`src/rtl/gate_array_pkg.sv`:
```
// Shared types for the pipelined bitwise gate unit.
// Op codes, parameter limits and the stage bundle.
package gate_array_pkg;

  localparam int WIDTH_MIN = 1;
  localparam int WIDTH_MAX = 64;
  localparam int DEPTH_MIN = 1;
  localparam int DEPTH_MAX = 4;

  typedef enum logic [2:0] {
    OP_AND  = 3'd0,
    OP_NAND = 3'd1,
    OP_OR   = 3'd2,
    OP_NOR  = 3'd3,
    OP_XOR  = 3'd4,
    OP_XNOR = 3'd5,
    OP_NOTA = 3'd6,
    OP_PASS = 3'd7
  } op_e;

  // y is sized for the widest build; narrower
  // builds keep the upper bits at zero.
  typedef struct packed {
    logic                 valid;
    logic [WIDTH_MAX-1:0] y;
    logic                 zero;
    logic                 ones;
  } stage_t;

endpackage

```
`src/rtl/gate_array_pipe_op.sv`:
```
// Combinational WIDTH-bit gate with zero/ones flags.
// Used once, in stage 0 of gate_array_pipe.
module gate_op_unit
  import gate_array_pkg::*;
#(
  parameter int WIDTH = 8
) (
  input  logic [WIDTH-1:0] a,
  input  logic [WIDTH-1:0] b,
  input  op_e              op,
  output logic [WIDTH-1:0] y,
  output logic             zero,
  output logic             ones
);

  // Select the gate function; NOT A and PASS A ignore b.
  always_comb begin
    y = '0;
    unique case (op)
      OP_AND:  y = a & b;
      OP_NAND: y = ~(a & b);
      OP_OR:   y = a | b;
      OP_NOR:  y = ~(a | b);
      OP_XOR:  y = a ^ b;
      OP_XNOR: y = ~(a ^ b);
      OP_NOTA: y = ~a;
      OP_PASS: y = a;
    endcase
  end

  assign zero = ~|y;
  assign ones = &y;

endmodule

```
`src/rtl/gate_array_pipe.sv`:
```
// Pipelined bitwise gate unit with accumulator feedback.
// Valid/ready stream in, DEPTH-stage shift pipe out.
module gate_array_pipe
  import gate_array_pkg::*;
#(
  parameter int WIDTH = 8,
  parameter int DEPTH = 2
) (
  input  logic             clk,
  input  logic             rst_n,
  input  logic             in_valid,
  output logic             in_ready,
  input  logic [WIDTH-1:0] in_a,
  input  logic [WIDTH-1:0] in_b,
  input  logic [2:0]       in_op,
  input  logic             in_use_acc,
  output logic             out_valid,
  input  logic             out_ready,
  output logic [WIDTH-1:0] out_y,
  output logic             out_zero,
  output logic             out_ones,
  output logic [15:0]      beat_cnt
);

  logic             en;
  logic             accept;
  logic [WIDTH-1:0] acc;
  logic [WIDTH-1:0] opa;
  logic [WIDTH-1:0] y0;
  logic             z0;
  logic             o0;
  logic [WIDTH_MAX-1:0] y0_ext;
  stage_t           s0;
  stage_t           pipe [1:DEPTH];
  logic             unused_hi;

  // Whole pipe moves together; ready mirrors it.
  assign en       = !out_valid || out_ready;
  assign in_ready = en;
  assign accept   = in_valid && in_ready;
  assign opa      = in_use_acc ? acc : in_a;

  gate_op_unit #(
    .WIDTH(WIDTH)
  ) u_op (
    .a    (opa),
    .b    (in_b),
    .op   (op_e'(in_op)),
    .y    (y0),
    .zero (z0),
    .ones (o0)
  );

  // Widen the stage-0 result into the stage bundle.
  always_comb begin
    y0_ext = '0;
    y0_ext[WIDTH-1:0] = y0;
    s0 = '{valid: accept, y: y0_ext,
           zero: z0, ones: o0};
  end

  // Shift register of stages; bubbles enter when idle.
  always_ff @(posedge clk or negedge rst_n) begin
    if (!rst_n) begin
      for (int i = 1; i <= DEPTH; i++)
        pipe[i] <= '0;
    end else if (en) begin
      pipe[1] <= s0;
      for (int i = 2; i <= DEPTH; i++)
        pipe[i] <= pipe[i-1];
    end
  end

  // Accumulator follows every accepted result.
  always_ff @(posedge clk or negedge rst_n) begin
    if (!rst_n)
      acc <= '0;
    else if (accept)
      acc <= y0;
  end

  // Free-running count of accepted beats, wraps.
  always_ff @(posedge clk or negedge rst_n) begin
    if (!rst_n)
      beat_cnt <= '0;
    else if (accept)
      beat_cnt <= beat_cnt + 16'd1;
  end

  assign out_valid = pipe[DEPTH].valid;
  assign out_y     = pipe[DEPTH].y[WIDTH-1:0];
  assign out_zero  = pipe[DEPTH].zero;
  assign out_ones  = pipe[DEPTH].ones;
  assign unused_hi = ^pipe[DEPTH].y;

endmodule
```
`config.mk`:
```
export PLATFORM = sky130hd
export DESIGN_NAME = gate_array_pipe
export DESIGN_NICKNAME = d
export VERILOG_FILES = /design/src/rtl/gate_array_pkg.sv /design/src/rtl/gate_array_pipe_op.sv /design/src/rtl/gate_array_pipe.sv
export SDC_FILE = /design/constraint.sdc
export NUM_CORES = 1
export LEC_CHECK = 0
export BUFFER_PORTS_ARGS = -buffer_cell sky130_fd_sc_hd__buf_4
export CAP_MARGIN = 5
export CORE_MARGIN = 4
export CORE_UTILIZATION = 59
export DETAILED_ROUTE_END_ITERATION = 6
export PLACE_DENSITY = 0.84
export SLEW_MARGIN = 10
export SYNTH_ARGS = -nofsm -noshare
export SYNTH_HDL_FRONTEND = slang
export SYNTH_SLANG_ARGS = --single-unit
```
`constraint.sdc`:
```
create_clock -name clk -period 4.6 [get_ports clk]
set_clock_uncertainty 0.05 [all_clocks]
set_input_delay 0.46 -clock clk [delete_from_list [all_inputs] [get_ports clk]]
set_output_delay 0.46 -clock clk [all_outputs]
set_load 0.02 [all_outputs]
```
## Word level (Yosys, flattened, before mapping)

Cells that the tools add are included.

| storage, ports and cells | value |
|---|---|
| bits in registers | 46 |
| word-level logic and storage cells | 34 |

| operators by class | value |
|---|---|
| add/sub/neg operators | 1 |
| multiplexer cells | 2 |
| bitwise operators | 7 |
| eq/ne operators | 7 |
| reductions and logical operators | 7 |

Operators by type and width:

| cell | count |
|---|---|
| $pmux 8 s8 | 1 |
| $not 8->8 | 4 |
| $add 16x1->16 const B | 1 |
| $eq 3x3->1 const B | 4 |
| $and 8x8->8 | 1 |
| $mux 8 | 1 |
| $or 8x8->8 | 1 |
| $reduce_and 8->1 | 1 |
| $reduce_or 8->1 | 1 |
| $xor 8x8->8 | 1 |
| $eq 3x2->1 const B | 2 |
| $eq 3x1->1 const B | 1 |
| $logic_not 3->1 | 1 |
| $logic_not 1->1 | 2 |
| $logic_and 1x1->1 | 1 |
| $logic_or 1x1->1 | 1 |

## Logic depth before layout (Yosys ltp)

Gate-level depths: netlist of the first run.

| logic depth | value |
|---|---|
| word-level depth | 6 |
| gate-level depth with buffers | 10 |

## Modules after synthesis

Synthesis of the first run repeated with hierarchy kept, for this count alone.

| second synthesis, totals | value |
|---|---|
| cells, all modules | 283 |
| area total of the unflattened synthesis | 2,785.2 sq um |

Modules (own cells, without submodules):

| module | sequential area each (sq um) | area an instance (sq um) | cells an instance | times used |
|---|---|---|---|---|
| gate_array_pipe | 1,151.1 | 2,010.7 | 185 | 1 |
| gate_op_unit | 0.0 | 774.5 | 98 | 1 |

## Worst setup path before layout of the first run

OpenSTA, ideal clock, no wires.

| path | value |
|---|---|
| path kind | input-to-reg |
| start point | input port in_use_acc |
| end point | register pipe[67] in the netlist's numbering |
| setup slack | 2.016 ns |
| data arrival time | 2.442 ns |
| stages on the path | 7 |
| setup time | 0.092 ns |
| cells stage by stage | buf_6 > mux2i_2 > ha_1 > mux4_2 > xnor2_1 > or4_1 > o31ai_2 |

| on the way | value |
|---|---|
| cells in the longest elaborated chain, start to end | 5 |
| elaborated cells between the ends (all ways) | 10 |
| those cells by class | 2 x mux; 7 x bitwise; 1 x reduce/logical |

RTL lines:

| what | line | text |
|---|---|---|
| start, declared | gate_array_pipe.sv:16 | `input logic in_use_acc,` |
| $mux 8 * | gate_array_pipe.sv:41 | `assign opa = in_use_acc ? acc : in_a;` |
| $xor 8x8->8 (tied with other cells) | gate_array_pipe_op.sv:24, gate_array_pipe_op.sv:25 |  |
| $not 8->8 (on tied branches) | gate_array_pipe_op.sv:25, gate_array_pipe_op.sv:21, gate_array_pipe_op.sv:23 |  |
| $pmux 8 s8 * | gate_array_pipe_op.sv:19 | `unique case (op)` |
| $reduce_and 8->1 * | gate_array_pipe_op.sv:32 | `assign ones = &y;` |
| end signal, assigned by index | gate_array_pipe.sv:70 | `pipe[i] <= pipe[i-1];` |
| end, declared | gate_array_pipe.sv:34 | `stage_t pipe [1:DEPTH];` |

Every way passes the cells marked *; elsewhere a longest branch is shown, timed or not.
A chain may end at the register's enable or synchronous reset.

## Worst setup path after layout of the first run

Same ends and word-level chain as after synthesis.

==> run_summary.xml, run 1 <==
<?xml version="1.0" encoding="UTF-8"?>
<metrics>
  <group name="run_status">
    <metric name="status" unit="">finished clean</metric>
  </group>
  <group name="grt">
    <metric name="via_count_of_the_first_global_routing_pass" unit="">1853</metric>
    <metric name="globalRoute.totalOverflow" unit="">0</metric>
    <metric name="grt_pass1_wl" unit="mm">8.08</metric>
    <metric name="globalRouteMet2Util" unit="%">31.1</metric>
    <metric name="grt_antenna_before_repair" unit="">0</metric>
    <metric name="global_route.usage.met1" unit="%">23.8</metric>
    <metric name="global_route.usage.total" unit="%">18.3</metric>
    <metric name="grt_start_max_net_pins" unit="">47</metric>
    <metric name="grt.busiest_layer" unit="">met2</metric>
    <metric name="grt_util_met3" unit="%">2.77</metric>
  </group>
  <group name="pwr">
    <metric name="total_power_density_per_cell_area" unit="nW/um2">388</metric>
    <metric name="power.ir.vdd_worst" unit="mV">0.213</metric>
    <metric name="total_leakage_power" unit="nW">1.55</metric>
  </group>
  <group name="critical_path">
    <metric name="required" unit="ns">4.76</metric>
    <metric name="worst-setup-path-type" unit="">in -&gt; reg</metric>
    <metric name="critical_path.reg2reg.startpoint" unit="">acc[2]</metric>
    <metric name="cp-start-kind" unit="">input port</metric>
    <metric name="critical_path_arrival" unit="ns">2.61</metric>
    <metric name="path_max_fanout" unit="">8</metric>
    <metric name="critPathCaptureType" unit="">flop</metric>
    <metric name="timing.reg2reg.worst_path_depth" unit="">6</metric>
    <metric name="r2r_end" unit="">pipe[67]</metric>
    <metric name="reg2reg_slack" unit="ns">2.20</metric>
  </group>
  <group name="sta">
    <metric name="final_period_minus_worst_setup_slack" unit="ns">2.45</metric>
    <metric name="timing.slew.headroom" unit="%">62.6</metric>
    <metric name="fmax" unit="MHz">409</metric>
    <metric name="grt_setup_unrepaired" unit="">no</metric>
    <metric name="setup_tns" unit="ns">0</metric>
    <metric name="layout_worst_path_cycle_share" unit="%">53.2</metric>
    <metric name="final-max-slew-violation-count" unit="">0</metric>
    <metric name="hold_viol_final" unit="">0</metric>
    <metric name="max_slew.worst_pin.slew" unit="ns">0.562</metric>
    <metric name="hold_slack" unit="ns">0.0990</metric>
    <metric name="timing.final.setup_violations" unit="">0</metric>
  </group>
  <group name="logic_synthesis">
    <metric name="synthDistinctLibCells" unit="">36</metric>
    <metric name="synth_top_cell_area_share" unit="%">43.1</metric>
    <metric name="synth_area_leaders" unit="">sky130_fd_sc_hd__dfrtp_1 (43%), sky130_fd_sc_hd__ha_1 (8.0%), sky130_fd_sc_hd__nand2_1 (7.6%)</metric>
    <metric name="synthesis.nets" unit="">326</metric>
    <metric name="ys_warn_count" unit="">0</metric>
    <metric name="ys_ff_latch" unit="">46</metric>
    <metric name="synth_seq_area_share" unit="%">43.1</metric>
    <metric name="synth_cells" unit="">285</metric>
    <metric name="syn_area_per_cell" unit="um2">9.38</metric>
    <metric name="synth_top_cell_by_area" unit="">sky130_fd_sc_hd__dfrtp_1</metric>
    <metric name="syn_std_cell_area" unit="um2">2670</metric>
  </group>
  <group name="final_layout">
    <metric name="drive_above_1_share" unit="%">22.5</metric>
    <metric name="postLayoutCoreUtil" unit="%">70.6</metric>
    <metric name="layout_commonest_cell" unit="">sky130_fd_sc_hd__nand2_1</metric>
    <metric name="synthToLayoutAreaGrowth" unit="%">15.8</metric>
    <metric name="finish.instance_area" unit="um2">3090</metric>
    <metric name="fin_nets" unit="">365</metric>
    <metric name="antenna-diode-count" unit="">0</metric>
    <metric name="most-common-layout-cells" unit="">sky130_fd_sc_hd__nand2_1 (54), sky130_fd_sc_hd__buf_4 (52), sky130_fd_sc_hd__dfrtp_1 (46)</metric>
  </group>
  <group name="clocking">
    <metric name="clk_latency" unit="ns">0.30</metric>
    <metric name="tritoncts.num_buffers" unit="">5</metric>
    <metric name="cts_setup_buffers" unit="">0</metric>
    <metric name="ctsLongestPathBuffers" unit="">2</metric>
    <metric name="cts_tree" unit="">yes</metric>
    <metric name="cts.sink_count" unit="">46</metric>
    <metric name="clock_tree.root_cell" unit="">sky130_fd_sc_hd__clkbuf_8</metric>
    <metric name="h_tree_level_count" unit="">2</metric>
    <metric name="cts_resized" unit="">0</metric>
    <metric name="cts_hold_buf" unit="">0</metric>
    <metric name="path_clk_slew" unit="ns">0.08</metric>
  </group>
  <group name="run">
    <metric name="drv_cap" unit="">0</metric>
  </group>
  <group name="detailed_routing">
    <metric name="detail-route-antenna-nets" unit="">0</metric>
    <metric name="first_pass_iters" unit="">4</metric>
    <metric name="drc_errors" unit="">0</metric>
    <metric name="post_drt_via_cell_ratio" unit="">5.37</metric>
    <metric name="postRouteWirelength" unit="mm">4.99</metric>
    <metric name="route.detailed.wl_per_inst" unit="um">13.2</metric>
    <metric name="vias" unit="">2023</metric>
    <metric name="first_iter_violations" unit="">86</metric>
  </group>
  <group name="floorplan">
    <metric name="chipHeight" unit="um">75.3</metric>
    <metric name="starting_utilization_of_the_core_area" unit="%">61.0</metric>
    <metric name="die-area" unit="um2">5670</metric>
    <metric name="ioPinCount" unit="">52</metric>
    <metric name="rows" unit="">24</metric>
    <metric name="die_width" unit="um">75.3</metric>
    <metric name="core" unit="um2">4380</metric>
  </group>
  <group name="hold_path">
    <metric name="hold_path.class" unit="">in -&gt; async</metric>
  </group>
  <group name="placed_design">
    <metric name="routabilityCongestion" unit="">0.761</metric>
    <metric name="place_area" unit="um2">3010</metric>
    <metric name="dp.final_hpwl" unit="mm">3.73</metric>
    <metric name="numPortBuffers" unit="">51</metric>
  </group>
</metrics>
## kinds of logic (layout without fill, tap and decap cells)
group / count (synthesis) / after routing / synth area share, %
adders and majority gates: 17 / 17 / 7.96
xor gates and xnor gates: 26 / 26 / 8.52
AOI/OAI and AO/OA: 38 / 38 / 8.43
muxes: 15 / 15 / 7.54
buffers and inverters: 40 / 80 / 7.30
DFF: 46 / 46 / 43.1
and+or+nand+nor: 103 / 103 / 17.2
## metrics by stage
step	cells	total power [mW]	worst slack [ns]
after floorplan	285	0.840	2.02
after global placement	369	0.947	1.91
after detailed placement	369	0.971	1.84
after CTS	377	1.21	2.15
after global routing	377	1.28	1.99
final	377	1.20	2.15
## synth_stat cells
| cell type | instances |
|---|---|
| sky130_fd_sc_hd__mux2i_1 | 7 |
| sky130_fd_sc_hd__nor3_1 | 5 |
| sky130_fd_sc_hd__inv_1 | 18 |
| sky130_fd_sc_hd__o22ai_2 | 1 |
| sky130_fd_sc_hd__nand2b_1 | 4 |
| sky130_fd_sc_hd__nor2_1 | 15 |
| sky130_fd_sc_hd__o21ai_0 | 14 |
| sky130_fd_sc_hd__inv_2 | 2 |
| sky130_fd_sc_hd__o21a_1 | 1 |
| sky130_fd_sc_hd__or4_1 | 3 |
| sky130_fd_sc_hd__or2_2 | 2 |
| sky130_fd_sc_hd__mux2_2 | 2 |
| sky130_fd_sc_hd__dfrtp_1 | 46 |
| sky130_fd_sc_hd__and2_1 | 1 |
| sky130_fd_sc_hd__and3_1 | 3 |
| sky130_fd_sc_hd__a31oi_1 | 4 |
| sky130_fd_sc_hd__xor2_1 | 8 |
| sky130_fd_sc_hd__clkbuf_1 | 5 |
| sky130_fd_sc_hd__nand4_1 | 3 |
| sky130_fd_sc_hd__o311ai_0 | 2 |
| sky130_fd_sc_hd__mux2i_4 | 2 |
| sky130_fd_sc_hd__ha_1 | 17 |
| sky130_fd_sc_hd__buf_6 | 1 |
| sky130_fd_sc_hd__mux2i_2 | 3 |
| sky130_fd_sc_hd__o31ai_2 | 1 |
| sky130_fd_sc_hd__xnor2_1 | 18 |
| sky130_fd_sc_hd__a21oi_1 | 12 |
| sky130_fd_sc_hd__or3_1 | 1 |
| sky130_fd_sc_hd__mux4_2 | 1 |
| sky130_fd_sc_hd__o31ai_1 | 1 |
| sky130_fd_sc_hd__nor2b_1 | 4 |
| sky130_fd_sc_hd__nand3_1 | 8 |
| sky130_fd_sc_hd__buf_2 | 6 |
| sky130_fd_sc_hd__nand2_1 | 54 |
| sky130_fd_sc_hd__buf_4 | 8 |
| sky130_fd_sc_hd__o22ai_1 | 2 |
## flip-flops by register name, summed over array words and instances, names as in the netlist
register	count
out_y	8
acc	8
out_ones	1
out_valid	1
out_zero	1
beat_cnt	16
pipe	11
## metal layers
layer	share of wire, %	vias to the layer above
met4	1.6	0
met5	0	-
met1	45	957
met2	49	48
met3	4.8	9
li1	-	1009
## worst max-delay path by stage
stage | from | to | slack (ns) | cells past startpoint
2_1_floorplan | in_use_acc | pipe[67] | 2.02 | 7
3_3_place_gp | in_use_acc | pipe[67] | 1.91 | 7
3_5_place_dp | in_use_acc | pipe[67] | 1.84 | 7
4_1_cts | in_use_acc | pipe[67] | 2.15 | 7
5_1_grt | in_use_acc | pipe[67] | 1.99 | 7
6_report | in_use_acc | pipe[67] | 2.15 | 7
## report_power, final
group,switching (mW),internal [mW]
Sequential,0.0704,0.487
Clock,0.135,0.107
Combinational,0.222,0.180
Total,0.428,0.774
## worst max-delay path, cell delays in order
cell and delay [ns]:
sky130_fd_sc_hd__buf_4 0.20, sky130_fd_sc_hd__mux2i_2 0.28, sky130_fd_sc_hd__ha_1 0.27, sky130_fd_sc_hd__mux4_2 0.48, sky130_fd_sc_hd__xnor2_1 0.16, sky130_fd_sc_hd__or4_1 0.53, sky130_fd_sc_hd__o31ai_2 0.23
## area by class of cell
class	count	area [um2]
Timing Repair Buffer	52	390
Multi-Input combinational cell	199	1330
Clock buffer	6	72.6
Clock inverter	2	13.8
Tap cell	52	65.1
Sequential cell	46	1150
Inverter	20	75.1
Fill cell	333	1290
(Power assumes the default switching activity.)
==> run 2: changes to the inputs <==
CORE_UTILIZATION = 55   (was 59)
PLACE_DENSITY = 0.8   (was 0.84)
clock period = 2.48 ns   (was 4.6 ns; I/O delays follow)
==> run 2 against run 1 <==
  * Worst setup slack worse by 2.0 ns
  * Clock power increased by 73%
  * Core utilization decreased by 3.2 points
  * Via count decreased by 0.40%
  * Global-route usage fell by 0.65 points
  * Sequential power grew 87%
==> run_summary.xml, run 2 (synthesized netlist as in run 1, its figures left out) <==
<?xml version="1.0" encoding="UTF-8"?>
<metrics>
  <group name="run_status">
    <metric name="status" unit="">finished clean</metric>
  </group>
  <group name="critical_path">
    <metric name="path_max_fanout" unit="">3</metric>
    <metric name="required" unit="ns">2.64</metric>
    <metric name="cp-start-kind" unit="">flop</metric>
    <metric name="critPathCaptureType" unit="">flop</metric>
    <metric name="worst-setup-path-type" unit="">reg -&gt; reg</metric>
    <metric name="critical_path_arrival" unit="ns">2.52</metric>
  </group>
  <group name="detailed_routing">
    <metric name="vias" unit="">2015</metric>
    <metric name="first_pass_iters" unit="">4</metric>
    <metric name="first_iter_violations" unit="">95</metric>
    <metric name="detail_route.wirelength.met1" unit="mm">2.33</metric>
    <metric name="dr_wl_met3" unit="um">247</metric>
    <metric name="maxUsedRoutingLayer" unit="">met4</metric>
    <metric name="drc_errors" unit="">0</metric>
    <metric name="detail-route-antenna-nets" unit="">0</metric>
    <metric name="met2_wirelength" unit="mm">2.38</metric>
    <metric name="postRouteWirelength" unit="mm">5.03</metric>
    <metric name="route.detailed.wl_per_inst" unit="um">12.6</metric>
    <metric name="post_drt_via_cell_ratio" unit="">5.02</metric>
  </group>
  <group name="pwr">
    <metric name="report.power.total" unit="mW">2.23</metric>
    <metric name="switching_share" unit="%">34.6</metric>
    <metric name="net-switching-power" unit="mW">0.770</metric>
    <metric name="combinationalPowerShare" unit="%">34.6</metric>
    <metric name="power.share.sequential" unit="%">46.6</metric>
    <metric name="total_leakage_power" unit="nW">1.59</metric>
    <metric name="cell_internal_pwr" unit="mW">1.46</metric>
    <metric name="power.ir.vdd_worst" unit="mV">0.271</metric>
    <metric name="p_clk_share" unit="%">18.8</metric>
    <metric name="total_power_density_per_cell_area" unit="nW/um2">701</metric>
  </group>
  <group name="sta">
    <metric name="final_period_minus_worst_setup_slack" unit="ns">2.36</metric>
    <metric name="timing.slew.headroom" unit="%">63.2</metric>
    <metric name="final-max-slew-violation-count" unit="">0</metric>
    <metric name="setup_tns" unit="ns">0</metric>
    <metric name="grt_setup_unrepaired" unit="">no</metric>
    <metric name="timing.final.setup_violations" unit="">0</metric>
    <metric name="layout_worst_path_cycle_share" unit="%">95.3</metric>
    <metric name="hold_viol_final" unit="">0</metric>
    <metric name="fmax" unit="MHz">423</metric>
    <metric name="max_slew.worst_pin.slew" unit="ns">0.553</metric>
  </group>
  <group name="grt">
    <metric name="grt_pass1_wl" unit="mm">8.60</metric>
    <metric name="grt_start_max_net_pins" unit="">47</metric>
    <metric name="grt_antenna_before_repair" unit="">0</metric>
    <metric name="global_route.usage.total" unit="%">17.6</metric>
    <metric name="globalRoute.totalOverflow" unit="">0</metric>
    <metric name="via_count_of_the_first_global_routing_pass" unit="">1884</metric>
  </group>
  <group name="final_layout">
    <metric name="fin_nets" unit="">375</metric>
    <metric name="largest_reg_flops" unit="">16</metric>
    <metric name="biggest_regs" unit="">beat_cnt: 16 flops, pipe: 11 flops</metric>
    <metric name="antenna-diode-count" unit="">0</metric>
    <metric name="max_flop_register" unit="">beat_cnt</metric>
    <metric name="postLayoutCoreUtil" unit="%">67.3</metric>
    <metric name="drive_above_1_share" unit="%">24.0</metric>
    <metric name="layout_commonest_cell" unit="">sky130_fd_sc_hd__buf_4</metric>
    <metric name="synthToLayoutAreaGrowth" unit="%">19.0</metric>
    <metric name="most-common-layout-cells" unit="">sky130_fd_sc_hd__buf_4 (61), sky130_fd_sc_hd__nand2_1 (54), sky130_fd_sc_hd__dfrtp_1 (46)</metric>
  </group>
  <group name="floorplan">
    <metric name="starting_utilization_of_the_core_area" unit="%">56.6</metric>
    <metric name="chipHeight" unit="um">77.7</metric>
    <metric name="ioPinCount" unit="">52</metric>
    <metric name="rows" unit="">25</metric>
    <metric name="die_width" unit="um">77.7</metric>
    <metric name="core" unit="um2">4720</metric>
    <metric name="die-area" unit="um2">6040</metric>
  </group>
  <group name="placed_design">
    <metric name="routabilityCongestion" unit="">0.800</metric>
    <metric name="dp.final_hpwl" unit="mm">3.87</metric>
    <metric name="numPortBuffers" unit="">51</metric>
  </group>
  <group name="clocking">
    <metric name="path_clk_slew" unit="ns">0.08</metric>
    <metric name="clock_tree.root_cell" unit="">sky130_fd_sc_hd__clkbuf_8</metric>
    <metric name="cts.sink_count" unit="">46</metric>
    <metric name="cts_setup_buffers" unit="">0</metric>
    <metric name="cts_tree" unit="">yes</metric>
    <metric name="ctsLongestPathBuffers" unit="">2</metric>
    <metric name="tritoncts.num_buffers" unit="">5</metric>
    <metric name="h_tree_level_count" unit="">2</metric>
    <metric name="clk_latency" unit="ns">0.29</metric>
    <metric name="cts_resized" unit="">0</metric>
    <metric name="cts_hold_buf" unit="">1</metric>
  </group>
  <group name="run">
    <metric name="drv_cap" unit="">0</metric>
  </group>
  <group name="hold_path">
    <metric name="hold_path.class" unit="">in -&gt; reg</metric>
  </group>
</metrics>
## run 2: cell types whose count changed in the layout (fill, tap and decap cells not counted)
cell,before,now
sky130_fd_sc_hd__buf_4,52,61
sky130_fd_sc_hd__clkbuf_1,1,2
sky130_fd_sc_hd__clkinv_2,1,0
sky130_fd_sc_hd__clkinv_4,1,0
sky130_fd_sc_hd__dlygate4sd3_1,0,1
## run 2: cell type report
cell class,count,area [um2]
tap,67,83.8
timing repair buffer,62,468
multi-input combinational,199,1330
inverter,20,75.1
clock buffer,7,76.3
sequential,46,1150
fill,415,1540
## run 2: worst paths after layout
path,from,to,slack [ns],cells after the start
setup / recovery,acc[2],pipe[67],0.12,6
max in group asynchronous,rst_n,beat_cnt[12],1.57,2
setup reg to reg,acc[2],pipe[67],0.12,6
min in group asynchronous,rst_n,out_y[5],0.43,2
hold reg to reg,out_y[5],out_y[5],0.42,2
hold / removal,in_valid,beat_cnt[4],0.26,3
## run 2: through the flow
step,std cells,cell area [um2],setup WS (ns),hold slack [ns]
after detailed placement,393,3090,0.00143,0.227
after CTS,401,3180,0.110,0.247
after floorplan,285,2670,0.108,-0.0976
after global placement,393,3090,0.0567,0.224
after global routing,401,3180,0.0100,0.269
final,401,3180,0.117,0.263
## run 2: critical path, cell delays in order, from the launching register on
cell and delay (ns):
sky130_fd_sc_hd__dfrtp_1 0.40, sky130_fd_sc_hd__mux2i_2 0.20, sky130_fd_sc_hd__ha_1 0.27, sky130_fd_sc_hd__mux4_2 0.48
sky130_fd_sc_hd__xnor2_1 0.15, sky130_fd_sc_hd__or4_1 0.53, sky130_fd_sc_hd__o31ai_2 0.21
## run 2: per-layer routing
metal	vias to the layer above	global-route usage [%]
met5	-	0
met3	6	3.36
met4	0	5.87
met1	935	23.8
met2	50	28.5
li1	1024	-
## run 2: power by group through the flow
| stage | clock (mW) | combinational, mW | sequential (mW) |
|---|---|---|---|
| 3_5_place_dp | 0 | 0.780 | 1.05 |
| 5_1_grt | 0.464 | 0.857 | 1.06 |
| 4_1_cts | 0.429 | 0.783 | 1.04 |
| 6_report | 0.419 | 0.772 | 1.04 |
| 2_1_floorplan | 0 | 0.476 | 1.08 |
| 3_3_place_gp | 0 | 0.755 | 1.04 |
==> run 3: changes to the inputs <==
MAX_ROUTING_LAYER = met4   (was unset)
==> run 3 against run 2 <==
  * Non-clock buffer count unchanged
  * Worst setup slack better by 0.00099 ns
  * Hold slack worse by 0.0019 ns
  * Combinational power about the same
  * First-iteration DRC count unchanged
==> run_summary.xml, run 3 (synthesized netlist as in run 1, its figures left out) <==
<?xml version="1.0" encoding="UTF-8"?>
<metrics>
  <group name="hold_path">
    <metric name="hold_path.class" unit="">in -&gt; reg</metric>
  </group>
  <group name="final_layout">
    <metric name="layout_commonest_cell" unit="">sky130_fd_sc_hd__buf_4</metric>
    <metric name="synthToLayoutAreaGrowth" unit="%">19.0</metric>
    <metric name="fin_nets" unit="">375</metric>
    <metric name="filler_cell_count" unit="">415</metric>
    <metric name="biggest_regs" unit="">beat_cnt: 16 flops, pipe: 11 flops</metric>
    <metric name="largest_reg_flops" unit="">16</metric>
    <metric name="drive_above_1_share" unit="%">24.0</metric>
    <metric name="combined_area_of_the_multi_input_logic_cells" unit="um2">1330</metric>
    <metric name="antenna-diode-count" unit="">0</metric>
    <metric name="max_flop_register" unit="">beat_cnt</metric>
    <metric name="finish.instance_area" unit="um2">3180</metric>
    <metric name="sequential_cell_area" unit="um2">1150</metric>
    <metric name="finish.cell_count_without_fillers" unit="">401</metric>
    <metric name="most-common-layout-cells" unit="">sky130_fd_sc_hd__buf_4 (61), sky130_fd_sc_hd__nand2_1 (54), sky130_fd_sc_hd__dfrtp_1 (46)</metric>
  </group>
  <group name="clocking">
    <metric name="cts_setup_buffers" unit="">0</metric>
    <metric name="clk_latency" unit="ns">0.29</metric>
    <metric name="cts_resized" unit="">0</metric>
    <metric name="tritoncts.num_buffers" unit="">5</metric>
    <metric name="h_tree_level_count" unit="">2</metric>
    <metric name="path_clk_slew" unit="ns">0.08</metric>
    <metric name="clock_tree.root_cell" unit="">sky130_fd_sc_hd__clkbuf_8</metric>
    <metric name="ctsLongestPathBuffers" unit="">2</metric>
    <metric name="cts.sink_count" unit="">46</metric>
    <metric name="cts_hold_buf" unit="">1</metric>
    <metric name="cts_tree" unit="">yes</metric>
  </group>
  <group name="critical_path">
    <metric name="worst-setup-path-type" unit="">reg -&gt; reg</metric>
    <metric name="critical_path.max_stage_delay" unit="ns">0.53</metric>
    <metric name="required" unit="ns">2.64</metric>
    <metric name="critPathCaptureType" unit="">flop</metric>
    <metric name="critical_path_arrival" unit="ns">2.52</metric>
    <metric name="cp-start-kind" unit="">flop</metric>
    <metric name="slowest_stage" unit="">sky130_fd_sc_hd__or4_1</metric>
    <metric name="path_max_fanout" unit="">3</metric>
    <metric name="critical_path.top_delay_family" unit="">multiplexers</metric>
    <metric name="critical_path.n_buffers_inverters" unit="">0</metric>
    <metric name="critical_path.cell_chain" unit="">mux2i_2 -&gt; ha_1 -&gt; mux4_2 -&gt; xnor2_1 -&gt; or4_1 -&gt; o31ai_2</metric>
  </group>
  <group name="sta">
    <metric name="final_period_minus_worst_setup_slack" unit="ns">2.36</metric>
    <metric name="final-max-slew-violation-count" unit="">0</metric>
    <metric name="fmax" unit="MHz">423</metric>
    <metric name="post-route-worst-setup-slack" unit="ns">0.118</metric>
    <metric name="timing.final.setup_violations" unit="">0</metric>
    <metric name="setup_tns" unit="ns">0</metric>
    <metric name="hold_viol_final" unit="">0</metric>
    <metric name="grt_setup_unrepaired" unit="">no</metric>
    <metric name="timing.slew.headroom" unit="%">63.1</metric>
    <metric name="max_slew.worst_pin.slew" unit="ns">0.553</metric>
    <metric name="layout_worst_path_cycle_share" unit="%">95.2</metric>
  </group>
  <group name="floorplan">
    <metric name="die-area" unit="um2">6040</metric>
    <metric name="rows" unit="">25</metric>
    <metric name="chipHeight" unit="um">77.7</metric>
    <metric name="core" unit="um2">4720</metric>
    <metric name="die_width" unit="um">77.7</metric>
    <metric name="ioPinCount" unit="">52</metric>
    <metric name="starting_utilization_of_the_core_area" unit="%">56.6</metric>
  </group>
  <group name="grt">
    <metric name="globalRoute.totalOverflow" unit="">0</metric>
    <metric name="via_count_of_the_first_global_routing_pass" unit="">1884</metric>
    <metric name="grt_pass1_wl" unit="mm">8.60</metric>
    <metric name="grt_antenna_before_repair" unit="">0</metric>
    <metric name="global_route.usage.total" unit="%">18.1</metric>
    <metric name="grt_start_max_net_pins" unit="">47</metric>
  </group>
  <group name="detailed_routing">
    <metric name="post_drt_via_cell_ratio" unit="">5.02</metric>
    <metric name="vias" unit="">2012</metric>
    <metric name="detail-route-antenna-nets" unit="">0</metric>
    <metric name="first_pass_iters" unit="">4</metric>
    <metric name="drc_errors" unit="">0</metric>
    <metric name="postRouteWirelength" unit="mm">5.06</metric>
    <metric name="first_iter_violations" unit="">95</metric>
    <metric name="route.detailed.wl_per_inst" unit="um">12.6</metric>
  </group>
  <group name="run">
    <metric name="drv_cap" unit="">0</metric>
  </group>
  <group name="pwr">
    <metric name="report.power.total" unit="mW">2.23</metric>
    <metric name="power.ir.vdd_worst" unit="mV">0.271</metric>
    <metric name="total_power_density_per_cell_area" unit="nW/um2">701</metric>
    <metric name="total_leakage_power" unit="nW">1.59</metric>
  </group>
  <group name="run_status">
    <metric name="status" unit="">finished clean</metric>
  </group>
  <group name="placed_design">
    <metric name="dp.final_hpwl" unit="mm">3.87</metric>
    <metric name="place_area" unit="um2">3090</metric>
    <metric name="placement.setup.worst_slack" unit="ns">0.00143</metric>
    <metric name="place_inst" unit="">393</metric>
    <metric name="numPortBuffers" unit="">51</metric>
    <metric name="routabilityCongestion" unit="">0.812</metric>
  </group>
</metrics>
==> run 3: cell counts in the layout (fill, tap and decap cells not counted) <==
No cell type changed its count.
==> run 3: power breakdown <==
group | switching, mW | internal [mW]
Combinational | 0.410 | 0.362
Sequential | 0.134 | 0.904
Clock | 0.224 | 0.194
Total | 0.769 | 1.46
==> run 3: final cells by class <==
cell class | count | area share [%]
Timing Repair Buffer | 62 | 14.7
Tap cell | 67 | 2.64
Sequential cell | 46 | 36.2
Inverter | 20 | 2.36
Multi-Input combinational cell | 199 | 41.7
Clock buffer | 7 | 2.40
==> run 3: per-stage QoR <==
| stage | hold WS, ns | util, % |
|---|---|---|
| finish | 0.261 | 67.3 |
| global route | 0.269 | 67.3 |
| detailed placement | 0.227 | 65.5 |
| global placement | 0.224 | 65.5 |
| floorplan | -0.0976 | - |
| CTS | 0.247 | 67.3 |
==> run 3: final timing paths <==
path,slack (ns),end,startpoint,cells after the start
setup / recovery,0.12,pipe[67],acc[2],6
hold / removal,0.26,beat_cnt[4],in_valid,3
setup reg to reg,0.12,pipe[67],acc[2],6
hold reg to reg,0.42,out_y[5],out_y[5],2
max in group asynchronous,1.57,beat_cnt[12],rst_n,2
min in group asynchronous,0.44,pipe[73],rst_n,2
==> run 3: worst min-delay path, stage by stage <==
cell	delay, ns
sky130_fd_sc_hd__buf_4	0.12
sky130_fd_sc_hd__nand3_1	0.12
sky130_fd_sc_hd__xnor2_1	0.08
==> run 3: per-layer routing <==
layer	GRT usage, %	up-vias	wire (um)	part of all wire [%]
met1	23.8	934	2360	47
met2	28.5	49	2390	47
li1	-	1023	-	-
met5	-	-	0	0
met4	5.87	0	74	1.5
met3	3.36	6	231	4.6
